<file path="config.mk">
export PLATFORM = sky130hd
export DESIGN_NAME = rr_sel_arbiter4
export DESIGN_NICKNAME = d
export VERILOG_FILES = /design/src/rtl/rr_sel_arbiter4.sv
export SDC_FILE = /design/constraint.sdc
export NUM_CORES = 1
export LEC_CHECK = 0
export ABC_CLOCK_PERIOD_IN_PS = 3600
export BUFFER_PORTS_ARGS = -buffer_cell sky130_fd_sc_hd__buf_2
export CORE_ASPECT_RATIO = 1.25
export CORE_MARGIN = 2
export CORE_UTILIZATION = 35
export DETAILED_ROUTE_END_ITERATION = 8
export PLACE_DENSITY = 0.55
export SYNTH_ARGS = -nofsm -noshare
export SYNTH_HDL_FRONTEND = slang
export SYNTH_SLANG_ARGS = --single-unit
</file>
<file path="constraint.sdc">
create_clock -name clk -period 3.6 [get_ports clk]
set_input_delay 0.36 -clock clk [delete_from_list [all_inputs] [get_ports clk]]
set_output_delay 0.36 -clock clk [all_outputs]
set_load 0.02 [all_outputs]
</file>
<file path="src/rtl/rr_sel_arbiter4.sv">
// rr_sel_arbiter4
//
// Four-channel round-robin arbiter that drives the selection_line of a
// downstream 4:1 selector (mux4to1) together with a matching one-hot grant.
// A grant lasts until one of three things happens: the owner raises
// release_i, the owner drops its request, or the owner has held the grant
// for MAX_HOLD consecutive cycles. When a grant ends, the priority pointer
// moves to the channel after the old owner. Arbitration runs again on that
// same edge, so no idle cycle is inserted between owners.
//
// Parameters:
//   MAX_HOLD  max consecutive cycles one owner may hold a grant (0 = no limit)
//   HOLD_W    hold counter width; 2**HOLD_W must exceed MAX_HOLD
//
// Ports:
//   clk             system clock, rising edge
//   rst_n           synchronous active-low reset
//   req[3:0]        level-sensitive request per channel
//   release_i       current owner finished (ignored while idle)
//   selection_line  binary index of the current owner; holds while idle
//   grant[3:0]      one-hot grant, zero when there is no owner
//   grant_valid     high while a grant is active
//   timeout         one-cycle pulse after a forced release
//
// All outputs are registered. No combinational path runs from the inputs
// to the outputs.

module rr_sel_arbiter4 #(
  parameter int unsigned MAX_HOLD = 16,
  parameter int unsigned HOLD_W   = 5
) (
  input  logic       clk,
  input  logic       rst_n,
  input  logic [3:0] req,
  input  logic       release_i,
  output logic [1:0] selection_line,
  output logic [3:0] grant,
  output logic       grant_valid,
  output logic       timeout
);

  typedef enum logic {
    S_IDLE,
    S_GRANT
  } state_t;

  localparam logic [HOLD_W-1:0] HOLD_LAST =
    (MAX_HOLD == 0) ? '0 : HOLD_W'(MAX_HOLD - 1);

  state_t            state_q, state_d;
  logic [1:0]        ptr_q, ptr_d;
  logic [1:0]        sel_q, sel_d;
  logic [3:0]        grant_q, grant_d;
  logic              valid_q, valid_d;
  logic              to_q, to_d;
  logic [HOLD_W-1:0] hold_q, hold_d;

  logic [1:0]        ptr_next;
  logic [2:0]        pick;
  logic              owner_req;
  logic              hold_limit;
  logic              do_release;

  // Returns {found, index}. Channels are scanned starting at p, wrapping
  // modulo 4. The first requester found wins.
  function automatic logic [2:0] rr_pick(input logic [3:0] r,
                                         input logic [1:0] p);
    logic [2:0] res;
    logic [1:0] idx;
    res = '0;
    for (int unsigned i = 0; i < 4; i++) begin
      idx = p + 2'(i);
      if (!res[2] && r[idx]) begin
        res = {1'b1, idx};
      end
    end
    return res;
  endfunction

  assign owner_req  = req[sel_q];
  assign hold_limit = (MAX_HOLD != 0) && (hold_q == HOLD_LAST);
  assign do_release = release_i || !owner_req || hold_limit;

  // While idle the search starts at the stored pointer. When a grant ends it
  // starts just past the old owner, which therefore has lowest priority.
  assign ptr_next = (state_q == S_GRANT) ? sel_q + 2'd1 : ptr_q;
  assign pick     = rr_pick(req, ptr_next);

  always_comb begin
    state_d = state_q;
    ptr_d   = ptr_q;
    sel_d   = sel_q;
    grant_d = grant_q;
    valid_d = valid_q;
    to_d    = 1'b0;
    hold_d  = hold_q;

    unique case (state_q)
      S_IDLE: begin
        if (pick[2]) begin
          state_d = S_GRANT;
          sel_d   = pick[1:0];
          grant_d = 4'b0001 << pick[1:0];
          valid_d = 1'b1;
          hold_d  = '0;
        end
      end

      S_GRANT: begin
        if (!do_release) begin
          // Saturate the counter. This matters only when MAX_HOLD is 0,
          // because then no limit ever resets the count.
          if (hold_q != '1) begin
            hold_d = hold_q + 1'b1;
          end
        end else begin
          ptr_d = ptr_next;
          // Report a timeout only when the hold limit alone ends the grant.
          to_d  = hold_limit && !release_i && owner_req;
          if (pick[2]) begin
            sel_d   = pick[1:0];
            grant_d = 4'b0001 << pick[1:0];
            valid_d = 1'b1;
            hold_d  = '0;
          end else begin
            state_d = S_IDLE;
            grant_d = '0;
            valid_d = 1'b0;
            hold_d  = '0;
          end
        end
      end

      default: begin
        state_d = S_IDLE;
        grant_d = '0;
        valid_d = 1'b0;
      end
    endcase
  end

  always_ff @(posedge clk) begin
    if (!rst_n) begin
      state_q <= S_IDLE;
      ptr_q   <= '0;
      sel_q   <= '0;
      grant_q <= '0;
      valid_q <= 1'b0;
      to_q    <= 1'b0;
      hold_q  <= '0;
    end else begin
      state_q <= state_d;
      ptr_q   <= ptr_d;
      sel_q   <= sel_d;
      grant_q <= grant_d;
      valid_q <= valid_d;
      to_q    <= to_d;
      hold_q  <= hold_d;
    end
  end

  assign selection_line = sel_q;
  assign grant          = grant_q;
  assign grant_valid    = valid_q;
  assign timeout        = to_q;

endmodule

</file>
==> results.sh, run 1 <==
export IMPL_run_status="finished, final reports clean"
export IMPL_clk_buf_depth=2
export IMPL_synth_cell_area_um2=980
export IMPL_layout_core_utilization=0.405
export IMPL_clock_network_power_share=0.271
export IMPL_routed_via_density=5.30
export IMPL_worst_ir_drop_vdd_uv=223
export IMPL_asyncSetResetFlopFracSynth=0
export IMPL_timing_setup_critical_path_class="flip-flop to flip-flop"
export IMPL_coreArea_um2=2680
export IMPL_static_leakage_power_nw=0.426
export IMPL_cts_setup_buffers=0
export IMPL_critical_path_endpoint_type="flip-flop"
export IMPL_dpl_hpwl_mm=1.59
export IMPL_filler_cell_count=294
export IMPL_cts_tree="built"
export IMPL_worst_clock_skew_ns=0.00188
export IMPL_worstSetupStartpointType="flip-flop"
export IMPL_drc=0
export IMPL_power_switching_fraction=0.310
export IMPL_place_gp_congestion=0.817
export IMPL_die_outline_area_um2=3240
export IMPL_post_synth_top_area_cell="dfxtp_1"
export IMPL_instances_no_fill=159
export IMPL_grt_pass1_vias=825
export IMPL_synth_most_common_cell="dfxtp_1"
export IMPL_critical_path_required_ns=3.79
export IMPL_ant_cells=0
export IMPL_final_min_period_over_clock_period=0.617
export IMPL_syn2layout_area_growth_pct=10.9
export IMPL_vias=842
export IMPL_buffer_ports_inserted=14
export IMPL_drt_pre_antenna_iters=4
export IMPL_switchingPower_uw=135
export IMPL_unrepaired_setup_endpoints_after_global_routing="no"
export IMPL_top_level_ports=15
export IMPL_global_route_usage_total=0.141
export IMPL_syn_mean_instance_area_um2=8.75
export IMPL_min_delay_path_depth=3
export IMPL_synth_edff_count=0
export IMPL_ys_seq_area_frac=0.327
export IMPL_top_flip_flop_cell_by_instance_count_after_synthesis="dfxtp_1"
export IMPL_grt_remaining_overflow=0
export IMPL_hp_class="input pin to flip-flop"
export IMPL_post_place_setup_slack_ns=1.39
export IMPL_internal_power_uw=301
export IMPL_wl_per_cell_um=13.0
export IMPL_ctsHoldBuffers=0
export IMPL_netlist_top_cells_area="dfxtp_1 33%, nand2_1 4.2%, ha_1 3.8%, nand3_1 3.6%, nor2_1 3.4%"
export IMPL_clock_sinks=16
export IMPL_ys_ff_latch=16
export IMPL_reg2regPathDepth=8
export IMPL_min_clock_period_post_route_ns=2.22
export IMPL_clockRootBuffer="clkbuf_4"
export IMPL_report_final_setup_viol=0
export IMPL_finalHoldViolations=0
export IMPL_worst_setup_hold_path_clk_slew_ns=0.09
export IMPL_h_tree_depth=1
export IMPL_synth_top_cell_area_share=0.327
export IMPL_combinationalPowerShare=0.253
export IMPL_core_rowCount=21
export IMPL_pwr_share_seq=0.475
export IMPL_max_cap_viol_count=0
export IMPL_worstPathMaxFanout=8
export IMPL_tightestPinTransition_ns=0.747
export IMPL_detail_route_antenna_nets=0
export IMPL_number_of_antenna_violations_at_the_first_check_in_global_routing=0
export IMPL_clk_latency_ns=0.29
export IMPL_max_slew_margin_rel=0.497
export IMPL_final_max_slew_viol_count=0
export IMPL_detail_route_iter0_violations=18
export IMPL_syn_instance_count=112
export IMPL_pin_count_of_the_biggest_net_entering_global_routing=15
export IMPL_postSynthNetCount=122
export IMPL_drive_above_1_share=0.224
export IMPL_cts_repair_resized=0
export IMPL_highest_clock_rate_ghz=0.450
export IMPL_netlist_top_cells_count="16 x dfxtp_1, 11 x nand2_1, 9 x nor2_1"
export IMPL_placed_cells_incl_taps=155
export IMPL_initial_utilization=0.366
export IMPL_power_density_nw_per_um2=402
export IMPL_cp_arrival_ns=2.41
export IMPL_die_width_um=51.3
export IMPL_cts_buffers=3
export IMPL_synth_lib_cells_used_distinct=41
export IMPL_postLayoutSetupSlackWorst_ns=1.38
export IMPL_grt_pass1_wl_mm=3.64
export IMPL_finalWirelength_mm=2.06
export IMPL_warnings_from_yosys=0
export IMPL_die_height_um=63.2
export IMPL_final_net_count=136
export IMPL_final_setup_tns_ns=0
[final timing paths]
kind,from,end,slack (ns)
max,hold_q[0],grant[0],1.38
min,release_i,timeout,0.36
max reg2reg,hold_q[0],grant[0],1.38
min reg2reg,grant_valid,grant_valid,0.46
[cell type report]
class                           count  area [um^2]  area share
Multi-Input combinational cell     84          591       0.544
Sequential cell                    16          320       0.295
Timing Repair Buffer               14         70.1      0.0645
Tap cell                           34         42.5      0.0392
Clock buffer                        4         36.3      0.0334
Inverter                            7         26.3      0.0242
[layer usage]
metal / GRT usage / vias to the layer above / routed length [um] / share of wire
met5: 0 / - / 0 / 0
met4: 0.0461 / 0 / 33 / 0.016
met3: 0.0166 / 4 / 54 / 0.026
met2: 0.231 / 17 / 933 / 0.45
met1: 0.191 / 389 / 1040 / 0.50
li1: - / 432 / - / -
[registers in the layout (all words and copies together) (netlist names)]
| name | count |
|---|---|
| selection_line | 2 |
| grant_valid | 1 |
| ptr_q | 2 |
| grant | 4 |
| hold_q | 5 |
| state_q | 1 |
| timeout | 1 |
[layout by cell type, fill, tap and decap left out, drive strengths merged, types with 3 or more instances in the layout]
master	n
dfxtp	16
o22ai	3
nand3	7
clkbuf	4
o32ai	3
nand2	11
nor3	4
mux2i	3
buf	14
inv	7
a21oi	6
nor2	9
o21ai	4
nand2b	4
ha	3
[critical path, cell delays in order (launching register included)]
cell	delay (ns)
dfxtp_1	0.34
ha_1	0.21
and3_1	0.20
ha_1	0.21
or3b_1	0.40
o2bb2ai_4	0.21
and2_4	0.22
nor3_1	0.08
a32o_1	0.26
[kinds of logic (layout without fill, tap and decap cells)]
group                    after synthesis  count (layout)  synth area share
AND/OR/NAND/NOR                       50              50             0.275
AO/OA/AOI/OAI                         25              25             0.201
flip-flops                            16              16             0.327
buffers and inverters                 12              25            0.0702
multiplexers                           5               5            0.0613
adder cells (fa/ha/maj)                3               3            0.0383
XOR/XNOR                               1               1            0.0281
[stage by stage]
step | cell area [um^2] | power [mW] | hold WS [ns]
floorplan | 980 | 0.300 | 0.455
global placement | 1050 | 0.320 | 0.442
detailed placement | 1050 | 0.322 | 0.447
CTS | 1090 | 0.441 | 0.370
global route | 1090 | 0.462 | 0.401
finish | 1090 | 0.436 | 0.364
[power groups by stage]
stage          Combinational [mW]  Clock (mW)  Sequential [mW]
6_report                    0.110       0.118            0.207
5_1_grt                     0.122       0.130            0.210
4_1_cts                     0.111       0.122            0.208
3_5_place_dp                0.111           0            0.212
3_3_place_gp                0.109           0            0.211
2_1_floorplan              0.0874           0            0.212
Power figures use the tool's default switching activity.
==> run 2: changes to the inputs <==
--- a/config.mk
+++ b/config.mk
@@ -5,7 +5,7 @@
 export SDC_FILE = /design/constraint.sdc
 export NUM_CORES = 1
 export LEC_CHECK = 0
-export ABC_CLOCK_PERIOD_IN_PS = 3600
+export ABC_CLOCK_PERIOD_IN_PS = 2050
 export BUFFER_PORTS_ARGS = -buffer_cell sky130_fd_sc_hd__buf_2
 export CORE_ASPECT_RATIO = 1.25
 export CORE_MARGIN = 2
==> constraint.sdc (replaced) <==
create_clock -name clk -period 2.05 [get_ports clk]
set_input_delay 0.205 -clock clk [delete_from_list [all_inputs] [get_ports clk]]
set_output_delay 0.205 -clock clk [all_outputs]
set_load 0.02 [all_outputs]
==> run 2 against run 1 <==
Fmax increased by 11%. Utilization increased by 4.6 points. Worst hold slack got worse by 0.16 ns. Worst setup slack got worse by 1.3 ns. Die area unchanged. Sequential share of layout area decreased by 2.8 points. Global-route usage increased by 0.66 points. Critical path depth unchanged. Register-to-register slack got worse by 1.3 ns. First-iteration DRC count unchanged.
==> results.sh, run 2 (synthesis results as in run 1) <==
export IMPL_hold_ws_ns=0.207
export IMPL_die_height_um=63.2
export IMPL_grt_pass1_wl_mm=3.81
export IMPL_clock_sinks=16
export IMPL_grt_pass1_vias=888
export IMPL_syn2layout_area_growth_pct=23.5
export IMPL_cts_tree="built"
export IMPL_layout_core_utilization=0.451
export IMPL_pin_count_of_the_biggest_net_entering_global_routing=14
export IMPL_placedInstanceArea_um2=1130
export IMPL_vias=878
export IMPL_detail_route_antenna_nets=0
export IMPL_critical_path_endpoint_type="flip-flop"
export IMPL_cp_arrival_ns=2.18
export IMPL_p_total_uw=802
export IMPL_reg2regPathDepth=8
export IMPL_global_route_usage_total=0.148
export IMPL_worstSetupStartpointType="flip-flop"
export IMPL_critPathLaunch="hold_q[1]"
export IMPL_detail_route_wirelength_met1_mm=1.03
export IMPL_drc=0
export IMPL_number_of_antenna_violations_at_the_first_check_in_global_routing=0
export IMPL_clk_latency_ns=0.28
export IMPL_ant_cells=0
export IMPL_post_place_setup_slack_ns=0.00246
export IMPL_drive_above_1_share=0.333
export IMPL_worst_setup_hold_path_clk_slew_ns=0.10
export IMPL_core_rowCount=21
export IMPL_power_density_nw_per_um2=663
export IMPL_timing_setup_critical_path_class="flip-flop to flip-flop"
export IMPL_max_slew_margin_rel=0.713
export IMPL_finalHoldViolations=0
export IMPL_grt_remaining_overflow=0
export IMPL_wl_per_cell_um=13.0
export IMPL_unrepaired_setup_endpoints_after_global_routing="yes"
export IMPL_highest_signal_layer="met4"
export IMPL_worst_hold_startpoint="release_i"
export IMPL_dpl_hpwl_mm=1.64
export IMPL_clockRootBuffer="clkbuf_4"
export IMPL_hp_class="input pin to flip-flop"
export IMPL_register_with_the_most_flip_flops="hold_q"
export IMPL_final_area_um2=1210
export IMPL_coreArea_um2=2680
export IMPL_buffer_ports_inserted=14
export IMPL_min_delay_path_depth=3
export IMPL_r2r_end="grant[0]"
export IMPL_top_level_ports=15
export IMPL_die_outline_area_um2=3240
export IMPL_finalWirelength_mm=2.20
export IMPL_r2r_path_start="hold_q[1]"
export IMPL_highest_clock_rate_ghz=0.501
export IMPL_drt_pre_antenna_iters=4
export IMPL_initial_utilization=0.366
export IMPL_routed_wl_met2_mm=1.11
export IMPL_min_clock_period_post_route_ns=1.99
export IMPL_final_setup_tns_ns=0
export IMPL_largest_reg_flops=5
export IMPL_tightestPinTransition_ns=0.428
export IMPL_static_leakage_power_nw=0.481
export IMPL_routed_via_density=5.20
export IMPL_final_min_period_over_clock_period=0.973
export IMPL_clk_buf_depth=2
export IMPL_placed_cells_incl_taps=162
export IMPL_place_gp_congestion=0.809
export IMPL_detail_route_iter0_violations=18
export IMPL_timing_reg2reg_setup_slack_ns=0.06
export IMPL_worst_clock_skew_ns=0.000712
export IMPL_instances_no_fill=169
export IMPL_h_tree_depth=1
export IMPL_report_final_setup_viol=0
export IMPL_cts_buffers=3
export IMPL_run_status="finished, final reports clean"
export IMPL_worst_ir_drop_vdd_uv=402
export IMPL_max_cap_viol_count=0
export IMPL_final_net_count=146
export IMPL_final_max_slew_viol_count=0
export IMPL_detailroute_wirelength_met3_um=45
export IMPL_postLayoutSetupSlackWorst_ns=0.0558
export IMPL_critical_path_required_ns=2.24
export IMPL_worstPathMaxFanout=8
export IMPL_die_width_um=51.3
export IMPL_ctsHoldBuffers=0
export IMPL_hold_path_end="timeout"
export IMPL_final_cell_mix="14 x dfxtp_1, 14 x buf_2, 11 x nand2_1"
## run 2: final cells by class
| type | count | area, um^2 |
|---|---|---|
| fillers | 281 | 1470 |
| multi-input cells | 84 | 637 |
| flip-flops and latches | 16 | 323 |
| repair buffers | 24 | 145 |
| well taps | 34 | 42.5 |
| clock buffers | 4 | 36.3 |
| inverters | 7 | 26.3 |
## run 2: where the power goes
| part | switching [mW] | internal [mW] |
|---|---|---|
| Clock | 0.105 | 0.108 |
| Combinational | 0.127 | 0.111 |
| Sequential | 0.0167 | 0.334 |
## run 2: worst max-delay path: stages (launching register included)
cell	delay [ns]
dfxtp_2	0.35
ha_4	0.16
and3_4	0.19
ha_4	0.16
or3b_4	0.40
o2bb2ai_4	0.14
and2_4	0.22
nor3_4	0.06
a32o_1	0.22
## run 2: worst max path at each step
stage / slack [ns] / end
final: 0.06 / grant[0]
after global routing: -0.02 / ptr_q[0]
after CTS: 0.01 / ptr_q[0]
after detailed placement: 0.002 / grant[0]
after global placement: 0.05 / grant[0]
after floorplan: -0.002 / grant[0]
## run 2: routing by layer
layer  global-route usage  vias to the layer above
met5                    0                        -
met4               0.0493                        0
met3               0.0142                        2
met2                0.252                       12
met1                0.192                      413
li1                     -                      451
## run 2: timing repair
action,in CTS,in global routing
pin swaps,3,1
resized for setup,1,3
endpoints found under the hold margin,0,0
setup endpoints to repair,1,8
setup buffers,3,0
==> run 3: changes to the inputs <==
--- a/config.mk
+++ b/config.mk
@@ -9,9 +9,9 @@
 export BUFFER_PORTS_ARGS = -buffer_cell sky130_fd_sc_hd__buf_2
 export CORE_ASPECT_RATIO = 1.25
 export CORE_MARGIN = 2
-export CORE_UTILIZATION = 35
+export CORE_UTILIZATION = 54
 export DETAILED_ROUTE_END_ITERATION = 8
-export PLACE_DENSITY = 0.55
+export PLACE_DENSITY = 0.77
 export SYNTH_ARGS = -nofsm -noshare
 export SYNTH_HDL_FRONTEND = slang
 export SYNTH_SLANG_ARGS = --single-unit
==> run 3 against run 2 <==
The flow now finishes with violations (setup timing). Fmax is 2.8% lower. Register-to-register slack worse by 0.06 ns. Clock power decreased by 24%. Largest cell class unchanged. Highest routed layer unchanged. Total power fell by 7.0%. Critical path type unchanged. Clock skew up 0.0083 ns. Utilization increased by 22 points. Non-clock buffer count decreased by 2. Count of clock-buffer cells in the layout is 1 lower. Largest power group unchanged. Via count rose by 1.3%.
==> results.sh, run 3 (synthesis results as in run 1) <==
export IMPL_run_status="complete, but fails checks"
export IMPL_violated_checks="setup timing"
export IMPL_syn2layout_area_growth_pct=19.4
export IMPL_filler_cell_count=152
export IMPL_highest_clock_rate_ghz=0.488
export IMPL_internal_power_uw=507
export IMPL_pwr_share_seq=0.469
export IMPL_die_height_um=51.6
export IMPL_cts_tree="built"
export IMPL_final_net_count=144
export IMPL_worstSetupStartpointType="flip-flop"
export IMPL_multi_input_comb_area_um2=638
export IMPL_grt_pass1_wl_mm=3.55
export IMPL_timing_setup_critical_path_class="flip-flop to flip-flop"
export IMPL_wl_per_cell_um=13.8
export IMPL_core_rowCount=17
export IMPL_die_width_um=42.1
export IMPL_die_outline_area_um2=2170
export IMPL_detail_route_iter0_violations=24
export IMPL_final_cell_mix="14 x dfxtp_1, 14 x buf_2, 11 x nand2_1"
export IMPL_drc=0
export IMPL_report_final_setup_viol=1
export IMPL_worst_ir_drop_vdd_uv=522
export IMPL_top_level_ports=15
export IMPL_path_common_cell="ha_4"
export IMPL_critical_path_endpoint_type="flip-flop"
export IMPL_drt_pre_antenna_iters=4
export IMPL_finalWirelength_mm=2.08
export IMPL_detail_route_antenna_nets=0
export IMPL_cp_arrival_ns=2.23
export IMPL_clock_sinks=16
export IMPL_hp_class="input pin to flip-flop"
export IMPL_final_setup_tns_ns=-0.000641
export IMPL_initial_utilization=0.562
export IMPL_layout_area_seq_um2=325
export IMPL_number_of_antenna_violations_at_the_first_check_in_global_routing=0
export IMPL_coreArea_um2=1740
export IMPL_layout_core_utilization=0.671
export IMPL_combinationalPowerShare=0.313
export IMPL_worst_clock_skew_ns=0.00902
export IMPL_power_switching_fraction=0.320
export IMPL_ant_cells=0
export IMPL_critical_path_cell_chain="ha_4 > and3_4 > ha_4 > or3b_4 > o2bb2ai_4 > and2_4 > nor3_4 > a32o_1"
export IMPL_ctsHoldBuffers=0
export IMPL_timing_critical_path_slowest_cell_delay_ns=0.38
export IMPL_cts_buffers=3
export IMPL_final_area_um2=1170
export IMPL_critPathTopFamily="simple AND/OR/NAND/NOR gates"
export IMPL_clk_buf_depth=2
export IMPL_postLayoutSetupSlackWorst_ns=-0.000641
export IMPL_tightestPinTransition_ns=0.383
export IMPL_register_with_the_most_flip_flops="hold_q"
export IMPL_grt_remaining_overflow=0
export IMPL_max_slew_margin_rel=0.743
export IMPL_drive_above_1_share=0.326
export IMPL_placedInstanceArea_um2=1100
export IMPL_finalHoldViolations=0
export IMPL_vias=889
export IMPL_cp_buffers_inverters=0
export IMPL_worst_setup_hold_path_clk_slew_ns=0.09
export IMPL_final_min_period_over_clock_period=1.00
export IMPL_h_tree_depth=1
export IMPL_unrepaired_setup_endpoints_after_global_routing="yes"
export IMPL_critical_path_slowest_cell="or3b_4"
export IMPL_switchingPower_uw=239
export IMPL_clockRootBuffer="clkbuf_4"
export IMPL_post_place_setup_slack_ns=0.0262
export IMPL_place_gp_congestion=0.886
export IMPL_worstPathMaxFanout=8
export IMPL_dpl_hpwl_mm=1.59
export IMPL_largest_reg_flops=5
export IMPL_clock_network_power_share=0.218
export IMPL_pin_count_of_the_biggest_net_entering_global_routing=14
export IMPL_min_clock_period_post_route_ns=2.05
export IMPL_global_route_usage_total=0.210
export IMPL_grt_pass1_vias=851
export IMPL_buffer_ports_inserted=14
export IMPL_critical_path_required_ns=2.23
export IMPL_clk_latency_ns=0.29
export IMPL_final_max_slew_viol_count=0
export IMPL_p_total_uw=746
export IMPL_max_cap_viol_count=0
export IMPL_power_density_nw_per_um2=638
export IMPL_routed_via_density=5.89
export IMPL_static_leakage_power_nw=0.465
run 3: final timing paths:
kind | slack [ns] | cells past startpoint | start | end
worst max register to register | -0.0006 | 8 | hold_q[0] | grant[1]
worst min register to register | 0.46 | 2 | grant[2] | grant[2]
worst min-delay path | 0.20 | 3 | release_i | timeout
worst max-delay path | -0.0006 | 8 | hold_q[0] | grant[1]
run 3: layout make-up:
type / count / share of cell area
Multi-Input combinational cell: 84 / 0.545
Sequential cell: 16 / 0.278
Timing Repair Buffer: 22 / 0.114
Inverter: 7 / 0.0225
Tap cell: 19 / 0.0203
Clock buffer: 3 / 0.0193
run 3: worst min-delay path: stages:
cell,delay [ns]
buf_2,0.10
nand4b_1,0.10
a211oi_1,0.04
run 3: power groups by stage:
stage | Combinational (mW) | Sequential, mW | Clock, mW
global route | 0.253 | 0.352 | 0.175
floorplan | 0.156 | 0.373 | 0
detailed placement | 0.226 | 0.357 | 0
CTS | 0.229 | 0.350 | 0.166
global placement | 0.222 | 0.356 | 0
finish | 0.234 | 0.350 | 0.162
run 3: per-stage QoR:
| step | hold slack (ns) | std cells |
|---|---|---|
| after floorplan | 0.357 | 112 |
| after global placement | 0.442 | 146 |
| after detailed placement | 0.449 | 146 |
| after CTS | 0.197 | 149 |
| after global routing | 0.221 | 151 |
| final | 0.197 | 151 |
run 3: layer usage:
| layer | track usage | vias to the layer above | part of all wire |
|---|---|---|---|
| li1 | - | 445 | - |
| met1 | 0.255 | 420 | 0.44 |
| met2 | 0.372 | 20 | 0.50 |
| met3 | 0.0347 | 4 | 0.039 |
| met4 | 0.0781 | 0 | 0.018 |
| met5 | 0 | - | 0 |
run 3: timing repair:
action	4_1_cts	5_1_grt
setup buffers	0	2
setup endpoints to repair	1	7
pin swaps	0	8
hold endpoints to repair	0	0
resized for setup	1	5
